===== src/rtl/tx_ep_arbiter_pkg.sv =====
// Shared definitions for the endpoint TX arbiter: FSM state encodings and the
// TLP fmt/type codes used by the TX clients that sit behind this arbiter.
package tx_ep_arbiter_pkg;

    // One-hot arbiter states
    typedef enum logic [3:0] {
        S_ARB   = 4'b0001,  // s0: waiting for a request
        S_GRANT = 4'b0010,  // s1: my_turn asserted, waiting for the client to drive
        S_OWNED = 4'b0100,  // s2: client owns TRN TX / cfg_interrupt
        S_GAP   = 4'b1000   // s3: idle gap before the next arbitration
    } state_e;

    // TLP header fmt field
    localparam logic [1:0] TLP_FMT_3DW_NODATA = 2'b00;
    localparam logic [1:0] TLP_FMT_4DW_NODATA = 2'b01;
    localparam logic [1:0] TLP_FMT_3DW_DATA   = 2'b10;
    localparam logic [1:0] TLP_FMT_4DW_DATA   = 2'b11;

    // TLP header type field
    localparam logic [4:0] TLP_TYPE_MEM = 5'b00000;
    localparam logic [4:0] TLP_TYPE_CPL = 5'b01010;
    localparam logic [4:0] TLP_TYPE_MSG = 5'b10000;

endpackage


===== src/rtl/tx_ep_arbiter_rr_pick.sv =====
// Combinational round-robin picker.
//  i_req   : per-client request vector
//  i_last  : index of the previous grantee
//  o_idx   : first requesting client searching upward from i_last+1 (mod NUM_REQ)
//  o_valid : any request present
module tx_ep_arbiter_rr_pick #(
    parameter int NUM_REQ = 4,
    parameter int IDX_W   = 2
) (
    input  logic [NUM_REQ-1:0] i_req,
    input  logic [IDX_W-1:0]   i_last,
    output logic [IDX_W-1:0]   o_idx,
    output logic               o_valid
);
    // w_cand[k] is the client at distance k+1 from i_last, wrapped mod NUM_REQ.
    // One subtraction suffices since i_last+k+1 <= 2*NUM_REQ-1.
    logic [IDX_W-1:0] w_cand [NUM_REQ];

    for (genvar k = 0; k < NUM_REQ; k++) begin : g_cand
        logic [IDX_W:0] w_sum;
        assign w_sum     = {1'b0, i_last} + (IDX_W+1)'(k + 1);
        assign w_cand[k] = (w_sum >= (IDX_W+1)'(NUM_REQ)) ?
                           IDX_W'(w_sum - (IDX_W+1)'(NUM_REQ)) : IDX_W'(w_sum);
    end

    // Scan from farthest to nearest so the nearest requester is written last.
    always_comb begin
        o_valid = |i_req;
        o_idx   = '0;
        for (int k = NUM_REQ - 1; k >= 0; k--) begin
            if (i_req[w_cand[k]]) o_idx = w_cand[k];
        end
    end
endmodule


===== src/rtl/tx_ep_arbiter.sv =====
// Round-robin arbiter for the PCIe endpoint TRN TX interface and cfg_interrupt.
//  i_trn_clk           : endpoint user clock
//  i_reset             : synchronous, active-high
//  i_req_ep            : per-client request (level)
//  i_driving_interface : per-client "I own the interface" (level)
//  o_my_turn           : one-hot grant, registered
//  o_owner_idx         : index of current/last grantee
//  o_busy              : high in GRANT, OWNED or GAP
//  o_proto_err         : sticky, drive by a non-owner or while arbitrating
//  o_hold_err          : sticky, owner held the interface for MAX_HOLD cycles
module tx_ep_arbiter
    import tx_ep_arbiter_pkg::*;
#(
    parameter int NUM_REQ  = 4,
    parameter int IDX_W    = 2,
    parameter int MAX_HOLD = 4096,
    parameter int GAP_CYC  = 1
) (
    input  logic               i_trn_clk,
    input  logic               i_reset,
    input  logic [NUM_REQ-1:0] i_req_ep,
    input  logic [NUM_REQ-1:0] i_driving_interface,
    output logic [NUM_REQ-1:0] o_my_turn,
    output logic [IDX_W-1:0]   o_owner_idx,
    output logic               o_busy,
    output logic               o_proto_err,
    output logic               o_hold_err
);
    localparam int CNT_W = $clog2(MAX_HOLD + 1);
    localparam int GAP_W = (GAP_CYC > 1) ? $clog2(GAP_CYC) : 1;
    localparam logic [CNT_W-1:0] CNT_MAX  = CNT_W'(MAX_HOLD);
    localparam logic [GAP_W-1:0] GAP_LOAD = GAP_W'(GAP_CYC - 1);

    state_e             r_state;
    logic [NUM_REQ-1:0] r_my_turn;
    logic [IDX_W-1:0]   r_owner;
    logic               r_busy;
    logic               r_proto_err;
    logic               r_hold_err;
    logic [CNT_W-1:0]   r_hold_cnt;
    logic [GAP_W-1:0]   r_gap_cnt;

    logic [IDX_W-1:0]   w_pick_idx;
    logic               w_pick_vld;
    logic [NUM_REQ-1:0] w_owner_mask;
    logic               w_own_drv;
    logic               w_own_req;
    logic               w_proto_hit;
    logic [CNT_W-1:0]   w_cnt_nxt;

    // Searching from the last grantee gives it lowest priority next round.
    tx_ep_arbiter_rr_pick #(
        .NUM_REQ (NUM_REQ),
        .IDX_W   (IDX_W)
    ) u_rr_pick (
        .i_req   (i_req_ep),
        .i_last  (r_owner),
        .o_idx   (w_pick_idx),
        .o_valid (w_pick_vld)
    );

    assign w_owner_mask = NUM_REQ'(1) << r_owner;
    assign w_own_drv    = i_driving_interface[r_owner];
    assign w_own_req    = i_req_ep[r_owner];
    assign w_proto_hit  = (|(i_driving_interface & ~w_owner_mask)) ||
                          ((r_state == S_ARB) && (|i_driving_interface));
    assign w_cnt_nxt    = (r_hold_cnt == CNT_MAX) ? r_hold_cnt : r_hold_cnt + 1'b1;

    always_ff @(posedge i_trn_clk) begin
        if (i_reset) begin
            r_state     <= S_ARB;
            r_my_turn   <= '0;
            r_owner     <= IDX_W'(NUM_REQ - 1);  // client 0 wins first
            r_busy      <= 1'b0;
            r_proto_err <= 1'b0;
            r_hold_err  <= 1'b0;
            r_hold_cnt  <= '0;
            r_gap_cnt   <= '0;
        end else begin
            if (w_proto_hit) r_proto_err <= 1'b1;
            case (r_state)
                S_ARB: begin
                    if (w_pick_vld) begin
                        r_owner   <= w_pick_idx;
                        r_my_turn <= NUM_REQ'(1) << w_pick_idx;
                        r_busy    <= 1'b1;
                        r_state   <= S_GRANT;
                    end
                end
                S_GRANT: begin
                    // Driving wins over a same-cycle request drop.
                    if (w_own_drv) begin
                        r_my_turn  <= '0;
                        r_hold_cnt <= '0;
                        r_state    <= S_OWNED;
                    end else if (!w_own_req) begin
                        r_my_turn <= '0;
                        r_gap_cnt <= GAP_LOAD;
                        r_state   <= S_GAP;
                    end
                end
                S_OWNED: begin
                    if (!w_own_drv) begin
                        r_gap_cnt <= GAP_LOAD;
                        r_state   <= S_GAP;
                    end else begin
                        // Watchdog only flags; the owner keeps the interface.
                        r_hold_cnt <= w_cnt_nxt;
                        if (w_cnt_nxt == CNT_MAX) r_hold_err <= 1'b1;
                    end
                end
                S_GAP: begin
                    if (r_gap_cnt == '0) begin
                        r_busy  <= 1'b0;
                        r_state <= S_ARB;
                    end else begin
                        r_gap_cnt <= r_gap_cnt - 1'b1;
                    end
                end
                default: begin
                    r_my_turn <= '0;
                    r_busy    <= 1'b0;
                    r_state   <= S_ARB;
                end
            endcase
        end
    end

    assign o_my_turn   = r_my_turn;
    assign o_owner_idx = r_owner;
    assign o_busy      = r_busy;
    assign o_proto_err = r_proto_err;
    assign o_hold_err  = r_hold_err;
endmodule

===== config.mk =====
export PLATFORM = sky130hd
export DESIGN_NAME = tx_ep_arbiter
export DESIGN_NICKNAME = d
export VERILOG_FILES = /design/src/rtl/tx_ep_arbiter_pkg.sv /design/src/rtl/tx_ep_arbiter_rr_pick.sv /design/src/rtl/tx_ep_arbiter.sv
export SDC_FILE = /design/constraint.sdc
export NUM_CORES = 1
export LEC_CHECK = 0
export BUFFER_PORTS_ARGS = -buffer_cell sky130_fd_sc_hd__buf_2
export CELL_PAD_IN_SITES_DETAIL_PLACEMENT = 0
export CELL_PAD_IN_SITES_GLOBAL_PLACEMENT = 2
export CORE_ASPECT_RATIO = 1.5
export CORE_UTILIZATION = 31
export DETAILED_ROUTE_END_ITERATION = 16
export GPL_TIMING_DRIVEN = 0
export PLACE_DENSITY = 0.77
export SLEW_MARGIN = 20
export SYNTH_ARGS = -nofsm -noshare
export SYNTH_HDL_FRONTEND = slang
export SYNTH_SLANG_ARGS = --single-unit

===== constraint.sdc =====
create_clock -name i_trn_clk -period 2.5 [get_ports i_trn_clk]
set_clock_uncertainty 0.2 [all_clocks]
set_input_delay 0.125 -clock i_trn_clk [delete_from_list [all_inputs] [get_ports i_trn_clk]]
set_output_delay 0.125 -clock i_trn_clk [all_outputs]
set_load 0.1 [all_outputs]

==> flow_summary_export.csv, run 1 <==
group,metric,value,unit
logic_synthesis,synth_ff_type,"dfxtp_1",
clock_network,post-cts-setup-buffers,0,
global_routing,grt_pass1_wl,7980,um
logic_synthesis,avgSynthCellArea,8.35,um^2
run_status,outcome,"completed",
placement,gp_congestion,0.765,
route,drt_iter0_drc,76,
logic_synthesis,syn_inst,205,
flow_run,cap_viol_max_count,0,
die,io_pins,19,
sta,slew_headroom,0.511,
critical_path,path_cells,"or3b_1 -> or2_2 -> nand2_1 -> a22oi_1 -> dlygate4sd3_1 -> a31oi_1",
die,die_h,93.0,um
die,coreArea,0.00525,mm^2
clock_network,cts_tree,"yes",
route,detail-route-antenna-nets,0,
global_routing,grt_antenna_before_repair,0,
logic_synthesis,yosys_warnings,0,
sta,report.final.slew_viol_count,0,
sta,final.period_utilization,0.928,
logic_synthesis,syn-num-nets,221,
critical_path,start_kind,"flip-flop",
sta,grt_setup_unrepaired,"no",
die,dieArea,0.00583,mm^2
route,via_count,1636,
pwr,irDropWorstVdd,321,uV
route,drt-total-wl,4640,um
sta,worst_pin_slew,0.725,ns
critical_path,crit_arrival,2.34,ns
logic_synthesis,synth_edf_count,0,
route,wl_per_cell,15.4,um
global_routing,grt_max_degree,16,
critical_path,end_kind,"flip-flop",
clock_network,cts_sinks,26,
critical_path,cp_max_fo,5,
logic_synthesis,syn_area,0.00171,mm^2
placement,dp.cells,291,
clock_network,htree_levels,1,
critical_path,reg2reg_slack,0.18,ns
cells_and_area,finalNetCount,250,
logic_synthesis,synthArstFlopShare,0,
cells_and_area,insertedDiodeCount,0,
critical_path,crit_type,"flip-flop to flip-flop",
clock_network,cts_root_buf,"clkbuf_8",
die,num_rows,32,
min_path,hp-class,"primary input to flip-flop",
sta,fin_tns_setup,0,ns
global_routing,grt_overflow,0,
cells_and_area,fillers,560,
clock_network,path_clk_slew,0.11,ns
global_routing,grt_usage,0.174,
logic_synthesis,ys_types,57,
sta,setup_viol,0,
critical_path,cp_slowest_cell,"dlygate4sd3_1",
cells_and_area,areaGrowthSynthToFinish,19.6,%
sta,hold_violations,0,
die,start_util,0.326,
sta,post-route-min-period,2.32,ns
clock_network,clockBufferDepth,2,
placement,port_buffers,18,
global_routing,grt_pass1_vias,1606,
placement,dp_hpwl,3500,um
cells_and_area,final_cells,301,
die,die_w,62.7,um
sta,fmax,431,MHz
clock_network,clk_latency,0.28,ns
pwr,p_leak,0.778,nW
clock_network,cts-buffers-inserted,3,
pwr,p_per_area,687,mW/mm^2
logic_synthesis,yosysSeqAreaShare,0.304,
critical_path,max_stage_delay,0.56,ns
route,dr.pass1.iters,4,
cells_and_area,layout-drive-gt1-share,0.202,
logic_synthesis,synth_seq_cells,26,
critical_path,crit_required,2.52,ns
route,drc,0,
route,post_drt_via_cell_ratio,5.44,
## worst paths after layout
check | from | end | depth (start not counted)
hold / removal | i_driving_interface[0] | r_state[3]$_SDFFE_PP0P_ | 3
setup / recovery | r_state[3]$_SDFFE_PP0P_ | o_proto_err$_SDFFE_PP0P_ | 6
setup reg to reg | r_state[3]$_SDFFE_PP0P_ | o_proto_err$_SDFFE_PP0P_ | 6
hold reg to reg | o_hold_err$_SDFFE_PP0P_ | o_hold_err$_SDFFE_PP0P_ | 2
## layout make-up
cell class	instances	area (um^2)	area share
Clock buffer	4	66.3	0.0324
Timing Repair Buffer	24	150	0.0733
Sequential cell	26	529	0.259
Multi-Input combinational cell	159	1110	0.542
Tap cell	68	85.1	0.0416
Buffer	10	70.1	0.0342
Inverter	10	37.5	0.0183
## critical path: cells and delay by family, from the launching register on
| kind | cells | cell delay (ns) |
|---|---|---|
| buf+inv | 1 | 0.56 |
| compound gates | 2 | 0.25 |
| simple gates | 3 | 0.87 |
| flops | 1 | 0.39 |
## layer usage
layer / GRT usage / wire length, um / share of wire
met1: 0.185 / 1890 / 0.41
met2: 0.351 / 2630 / 0.57
met3: 0.0146 / 67 / 0.014
met4: 0.0523 / 59 / 0.013
met5: 0 / 0 / 0
## per-stage QoR
stage	power, mW	cell area [um^2]	hold WS (ns)	setup slack (ns)	utilization
after floorplan	0.942	1730	0.0566	0.00643	-
after global placement	1.06	1900	0.244	0.0336	0.362
after detailed placement	1.06	1900	0.243	0.0507	0.362
after CTS	1.40	2030	0.146	0.0254	0.386
after global routing	1.48	2050	0.163	0.0513	0.390
final	1.41	2050	0.145	0.180	0.390
## repair_timing
item,in CTS,in global routing
hold buffers,6,0
gates resized for setup,0,3
hold endpoints to repair,3,0
setup endpoints to repair,0,2
## synthesized netlist by cell type, types with 3 or more instances
master     n  area share
a311oi_1   4       0.020
a211oi_1   6       0.026
nor2_1    20       0.044
nand3b_1   5       0.022
inv_1     10       0.022
a21oi_1   16       0.047
a31oi_1    3       0.011
nand4_1    3       0.011
xnor2_1    4       0.020
nand2_1   11       0.024
nor3_1     3      0.0088
and3_1     3       0.011
dfxtp_1   26        0.30
nand3_1    5       0.015
o21ai_0   14       0.041
o22ai_1    3       0.011
nand2b_1   3       0.011
mux2i_1    4       0.023
ha_1       6       0.044
nor4b_1    3       0.015
buf_2      5       0.015
## cell families after synthesis
logic type               Yosys count  share of synthesized area
AND/OR/NAND/NOR                   77                      0.263
AO/OA/AOI/OAI                     63                      0.239
flip-flops                        26                      0.304
buffers and inverters             20                     0.0592
multiplexers                       8                     0.0651
adder cells (fa/ha/maj)            6                     0.0439
XOR/XNOR                           5                     0.0256
## registers in the layout, summed over array words and instances, names as in the netlist
| register | count |
|---|---|
| o_busy | 1 |
| o_hold_err | 1 |
| o_my_turn | 4 |
| o_owner_idx | 2 |
| o_proto_err | 1 |
| r_hold_cnt | 13 |
| r_state | 4 |
## layout by cell type (no fill, tap or decap), drive strengths merged, types with 2 or more instances in the layout
cell type	count
mux4	2
nand2	12
a31oi	3
a21oi	16
nand3	5
and2	4
ha	6
a22oi	2
buf	26
and3	4
or4	2
xnor2	4
nand4	3
nand3b	5
o2bb2ai	2
or3	4
nor4b	4
nor2	20
and4	2
mux2i	4
o22ai	3
a41oi	2
nor3	4
o211ai	2
dlygate4sd3	6
dfxtp	26
a311oi	4
inv	10
o21ai	14
mux2	2
o21a	2
clkbuf	5
nand2b	3
a211oi	6
## power breakdown
group / switching [mW] / internal, mW / leakage (nW)
registers: 0.0444 / 0.457 / 0.212
logic: 0.389 / 0.181 / 0.533
clock network: 0.161 / 0.175 / 0.0339
Power figures use the tool's default switching activity.
==> run 2: changes to the inputs <==
--- a/config.mk
+++ b/config.mk
@@ -12,7 +12,7 @@
 export CORE_UTILIZATION = 31
 export DETAILED_ROUTE_END_ITERATION = 16
 export GPL_TIMING_DRIVEN = 0
-export PLACE_DENSITY = 0.77
+export PLACE_DENSITY = 0.8
 export SLEW_MARGIN = 20
 export SYNTH_ARGS = -nofsm -noshare
 export SYNTH_HDL_FRONTEND = slang
==> run 2 against run 1 <==
Against the previous run: die area stayed put; utilization shrank 0.50 points; register-to-register slack about the same; total power up 1.0%; final cell count is 1.0% lower; maximum frequency grew 0.51%; global-route usage down 0.39 points; final area down 1.3%; largest power group unchanged.
==> flow_summary_export.csv, run 2 (synthesized netlist as in run 1, its figures left out) <==
group,metric,value,unit
cells_and_area,finalNetCount,247,
die,io_pins,19,
pwr,p_leak,0.767,nW
placement,dp.cells,291,
die,die_w,62.7,um
clock_network,cts_root_buf,"clkbuf_8",
min_path,worstHoldStart,"i_driving_interface[1]",
clock_network,cts-buffers-inserted,3,
cells_and_area,final_area,0.00202,mm^2
die,num_rows,32,
pwr,p_total,1.42,mW
route,post_drt_via_cell_ratio,5.43,
clock_network,path_clk_slew,0.10,ns
sta,post-route-min-period,2.31,ns
clock_network,clockBufferDepth,2,
die,die_h,93.0,um
cells_and_area,largest-register,"r_hold_cnt",
cells_and_area,layout_common_cells,"dfxtp_1 (24), buf_2 (22), nor2_1 (20)",
die,start_util,0.326,
critical_path,setup.worst_path.start,"o_owner_idx[1]$_SDFFE_PP1P_",
sta,report.final.slew_viol_count,0,
sta,fmax,433,MHz
route,drc,0,
route,via_count,1617,
sta,setup_viol,0,
route,drt_iter0_drc,40,
sta,final.period_utilization,0.923,
global_routing,grt_overflow,0,
route,dr.pass1.iters,4,
die,dieArea,0.00583,mm^2
cells_and_area,fillers,571,
pwr,p_per_area,703,mW/mm^2
global_routing,grt_antenna_before_repair,0,
sta,slew_headroom,0.523,
clock_network,cts_tree,"yes",
route,drt-total-wl,4480,um
placement,post_dp_cell_area,0.00190,mm^2
flow_run,cap_viol_max_count,0,
sta,worst_pin_slew,0.708,ns
critical_path,crit_type,"flip-flop to flip-flop",
cells_and_area,utilization,0.385,
route,detail-route-antenna-nets,0,
sta,fin_tns_setup,0,ns
global_routing,grt_pass1_wl,7930,um
route,wl_per_cell,15.0,um
placement,dp_hpwl,3480,um
route,top_layer_used,"met4",
global_routing,grt_pass1_vias,1670,
placement,port_buffers,18,
cells_and_area,layout-drive-gt1-share,0.200,
critical_path,crit_arrival,2.32,ns
global_routing,grt_usage,0.170,
run_status,outcome,"completed",
critical_path,end_kind,"flip-flop",
clock_network,clk_latency,0.28,ns
cells_and_area,largest_reg_flops,13,
cells_and_area,layout_commonest_cell,"dfxtp_1",
global_routing,grt_max_degree,16,
critical_path,crit_required,2.52,ns
cells_and_area,insertedDiodeCount,0,
die,coreArea,0.00525,mm^2
sta,hold_violations,0,
critical_path,start_kind,"flip-flop",
placement,gp_congestion,0.785,
cells_and_area,seq_area,528,um^2
critical_path,r2r-start,"o_owner_idx[1]$_SDFFE_PP1P_",
min_path,hp-class,"primary input to flip-flop",
route,wl_met3,92,um
route,wl_met2,2440,um
pwr,irDropWorstVdd,481,uV
sta,grt_setup_unrepaired,"no",
cells_and_area,final_cells,298,
cells_and_area,multi_input_area,0.00111,mm^2
clock_network,cts_sinks,26,
critical_path,cp_max_fo,6,
cells_and_area,areaGrowthSynthToFinish,18.1,%
route,m1WireLength,1850,um
clock_network,htree_levels,1,
-- run 2: changes by cell type in the layout (fill, tap and decap cells not counted) --
cell | previous run | this run
dfxtp_1 | 23 | 24
bufinv_16 | 0 | 1
clkbuf_16 | 1 | 0
dlygate4sd3_1 | 6 | 3
dfxtp_2 | 1 | 0
-- run 2: timing repair --
action | CTS | global route
resized for setup | 1 | 1
endpoints found under the setup margin | 1 | 3
hold buffers | 3 | 0
setup buffers | 0 | 0
hold endpoints to repair | 2 | 0
-- run 2: layout make-up --
class                      count  area share
sequential                    26       0.261
clock buffer                   3      0.0204
tap                           68      0.0421
buffer                        10      0.0347
multi-input combinational    159       0.549
inverter                      10      0.0186
clock inverter                 1      0.0149
timing repair buffer          21      0.0594
-- run 2: metrics by stage --
step / setup slack [ns] / hold slack (ns)
2_1_floorplan: 0.00643 / 0.0566
3_5_place_dp: 0.0158 / 0.242
3_3_place_gp: 0.0214 / 0.240
5_1_grt: 0.0303 / 0.0199
4_1_cts: 0.0875 / 0.00178
6_report: 0.191 / 0.00512
-- run 2: critical path, cell delays in order, from the launching register on --
cell       delay (ns)
dfxtp_4          0.38
buf_6            0.12
inv_1            0.10
ha_4             0.31
mux2_2           0.33
o22ai_1          0.16
o221ai_2         0.18
or3_1            0.37
o2bb2ai_1        0.12
-- run 2: worst paths after layout --
| check | endpoint | slack (ns) | cells past startpoint |
|---|---|---|---|
| max | o_my_turn[3]$_SDFFE_PP0P_ | 0.19 | 8 |
| min | o_proto_err$_SDFFE_PP0P_ | 0.005 | 3 |
| max reg2reg | o_my_turn[3]$_SDFFE_PP0P_ | 0.19 | 8 |
| min reg2reg | o_hold_err$_SDFFE_PP0P_ | 0.25 | 2 |
-- run 2: routing by layer --
layer  global-route usage  up-vias
met5                    0        -
met4               0.0678        0
met3               0.0159       10
met2                0.333       24
li1                     -      821
met1                0.182      762
-- run 2: power by group --
part | leakage [nW] | internal, mW | switching, mW
clock network | 0.0357 | 0.214 | 0.143
logic | 0.519 | 0.177 | 0.385
registers | 0.212 | 0.456 | 0.0463
==> run 3: changes to the inputs <==
--- a/config.mk
+++ b/config.mk
@@ -13,6 +13,7 @@
 export DETAILED_ROUTE_END_ITERATION = 16
 export GPL_TIMING_DRIVEN = 0
 export PLACE_DENSITY = 0.8
+export REMOVE_ABC_BUFFERS = 1
 export SLEW_MARGIN = 20
 export SYNTH_ARGS = -nofsm -noshare
 export SYNTH_HDL_FRONTEND = slang
==> run 3 against run 2 <==
Against the previous run: worst hold slack improved by 0.087 ns; utilization down 1.3 points; maximum frequency fell by 3.3%; final area down 3.5%; register-to-register slack worse by 0.08 ns; critical path depth down 1; clock power shrank 22%; wire length fell by 7.5%.
==> flow_summary_export.csv, run 3 (synthesized netlist as in run 1, its figures left out) <==
group,metric,value,unit
global_routing,grt_usage,0.158,
route,drc,0,
pwr,irDropWorstVdd,373,uV
cells_and_area,fillers,585,
critical_path,start_kind,"flip-flop",
die,die_w,62.7,um
die,num_rows,32,
global_routing,grt_overflow,0,
clock_network,cts-buffers-inserted,3,
sta,slew_headroom,0.569,
clock_network,cts_tree,"yes",
sta,fmax,419,MHz
critical_path,worst-path-buf-inv,1,
critical_path,crit_type,"flip-flop to flip-flop",
die,start_util,0.326,
global_routing,grt_pass1_wl,7360,um
critical_path,max_stage_delay,0.45,ns
clock_network,cts_sinks,26,
pwr,p_per_area,681,mW/mm^2
global_routing,grt_max_degree,25,
cells_and_area,layout_commonest_cell,"dfxtp_1",
pwr,p_leak,0.720,nW
sta,hold_violations,0,
critical_path,end_kind,"flip-flop",
placement,dp_hpwl,2960,um
clock_network,clockBufferDepth,2,
cells_and_area,largest_reg_flops,13,
die,coreArea,0.00525,mm^2
critical_path,crit_arrival,2.40,ns
placement,dp.cells,281,
clock_network,htree_levels,1,
route,post_drt_via_cell_ratio,5.43,
route,dr.pass1.iters,4,
global_routing,use_met1,0.183,
route,via_count,1574,
cells_and_area,finalNetCount,239,
global_routing,grt_antenna_before_repair,0,
cells_and_area,insertedDiodeCount,0,
route,detail-route-antenna-nets,0,
global_routing,busiest_layer,"met2",
min_path,hp-class,"primary input to flip-flop",
die,die_h,93.0,um
placement,gp_congestion,0.750,
clock_network,cts_root_buf,"clkbuf_8",
sta,report.final.slew_viol_count,0,
die,io_pins,19,
global_routing,grt_pass1_vias,1533,
flow_run,cap_viol_max_count,0,
sta,grt_setup_unrepaired,"yes",
global_routing,met3_usage,0.0171,
critical_path,path_cells,"inv_1 -> ha_4 -> mux2_2 -> o22ai_1 -> o221ai_2 -> or3_1 -> o2bb2ai_1",
sta,setup_viol,0,
critical_path,critical_path.top_delay_family,"compound AO/OA/AOI/OAI gates",
die,dieArea,0.00583,mm^2
clock_network,clk_latency,0.27,ns
clock_network,path_clk_slew,0.09,ns
critical_path,cp_slowest_cell,"dfxtp_2",
run_status,outcome,"completed",
placement,port_buffers,18,
sta,worst_pin_slew,0.639,ns
cells_and_area,largest-register,"r_hold_cnt",
cells_and_area,layout_common_cells,"dfxtp_1 (23), nor2_1 (20), buf_2 (18)",
critical_path,cp_max_fo,8,
route,drt-total-wl,4150,um
route,drt_iter0_drc,95,
cells_and_area,final_cells,290,
sta,post-route-min-period,2.39,ns
cells_and_area,areaGrowthSynthToFinish,14.0,%
sta,fin_tns_setup,0,ns
clock_network,post-cts-setup-buffers,0,
global_routing,use_met2,0.297,
sta,final.period_utilization,0.955,
route,wl_per_cell,14.3,um
cells_and_area,layout-drive-gt1-share,0.176,
critical_path,crit_required,2.51,ns
-- run 3: cell types whose count changed in the layout (fill, tap and decap cells not counted), sizes merged --
cell,change
dlygate4sd3,+2
bufinv,-1
buf,-8
dlygate4sd1,-1
-- run 3: final cells by class --
type                            count  area, um^2  share of cell area
Clock buffer                        4        55.1              0.0282
Inverter                           10        37.5              0.0192
Multi-Input combinational cell    159        1110               0.568
Sequential cell                    26         524               0.269
Tap cell                           68        85.1              0.0436
Timing Repair Buffer               23         140              0.0718
-- run 3: path summary, 6_finish.rpt --
path / startpoint / slack [ns] / end / cells past startpoint
setup / recovery: o_owner_idx[0]$_SDFFE_PP1P_ / 0.11 / o_my_turn[3]$_SDFFE_PP0P_ / 7
hold / removal: i_reset / 0.09 / r_hold_cnt[1]$_SDFFE_PP0P_ / 2
hold reg to reg: o_hold_err$_SDFFE_PP0P_ / 0.26 / o_hold_err$_SDFFE_PP0P_ / 2
setup reg to reg: o_owner_idx[0]$_SDFFE_PP1P_ / 0.11 / o_my_turn[3]$_SDFFE_PP0P_ / 7
-- run 3: where the power goes --
group	leakage, nW	total (mW)	internal (mW)	switching, mW
logic	0.479	0.537	0.168	0.370
clock network	0.0288	0.280	0.141	0.139
registers	0.212	0.510	0.453	0.0577
-- run 3: per-layer routing --
metal	routed length [um]	share of wire	up-vias
li1	-	-	807
met1	1810	0.44	741
met2	2250	0.54	24
met3	91	0.022	2
met4	3	0.00072	0
met5	0	0	-
-- run 3: through the flow --
| stage | setup slack, ns | util | instance area [um^2] | power [mW] | hold WS, ns |
|---|---|---|---|---|---|
| after global routing | -0.0231 | 0.372 | 1950 | 1.41 | 0.109 |
| after floorplan | -0.650 | - | 1650 | 0.919 | -0.00593 |
| after global placement | -0.180 | 0.348 | 1820 | 1.03 | 0.241 |
| after detailed placement | -0.203 | 0.348 | 1820 | 1.03 | 0.243 |
| after CTS | 0.0158 | 0.369 | 1940 | 1.33 | 0.0928 |
| final | 0.113 | 0.372 | 1950 | 1.33 | 0.0926 |
-- run 3: what timing repair did --
action / CTS / global route
resized for setup: 3 / 2
endpoints found under the hold margin: 1 / 0
cloned: 0 / 0
hold buffers: 5 / 0
endpoints found under the setup margin: 3 / 2
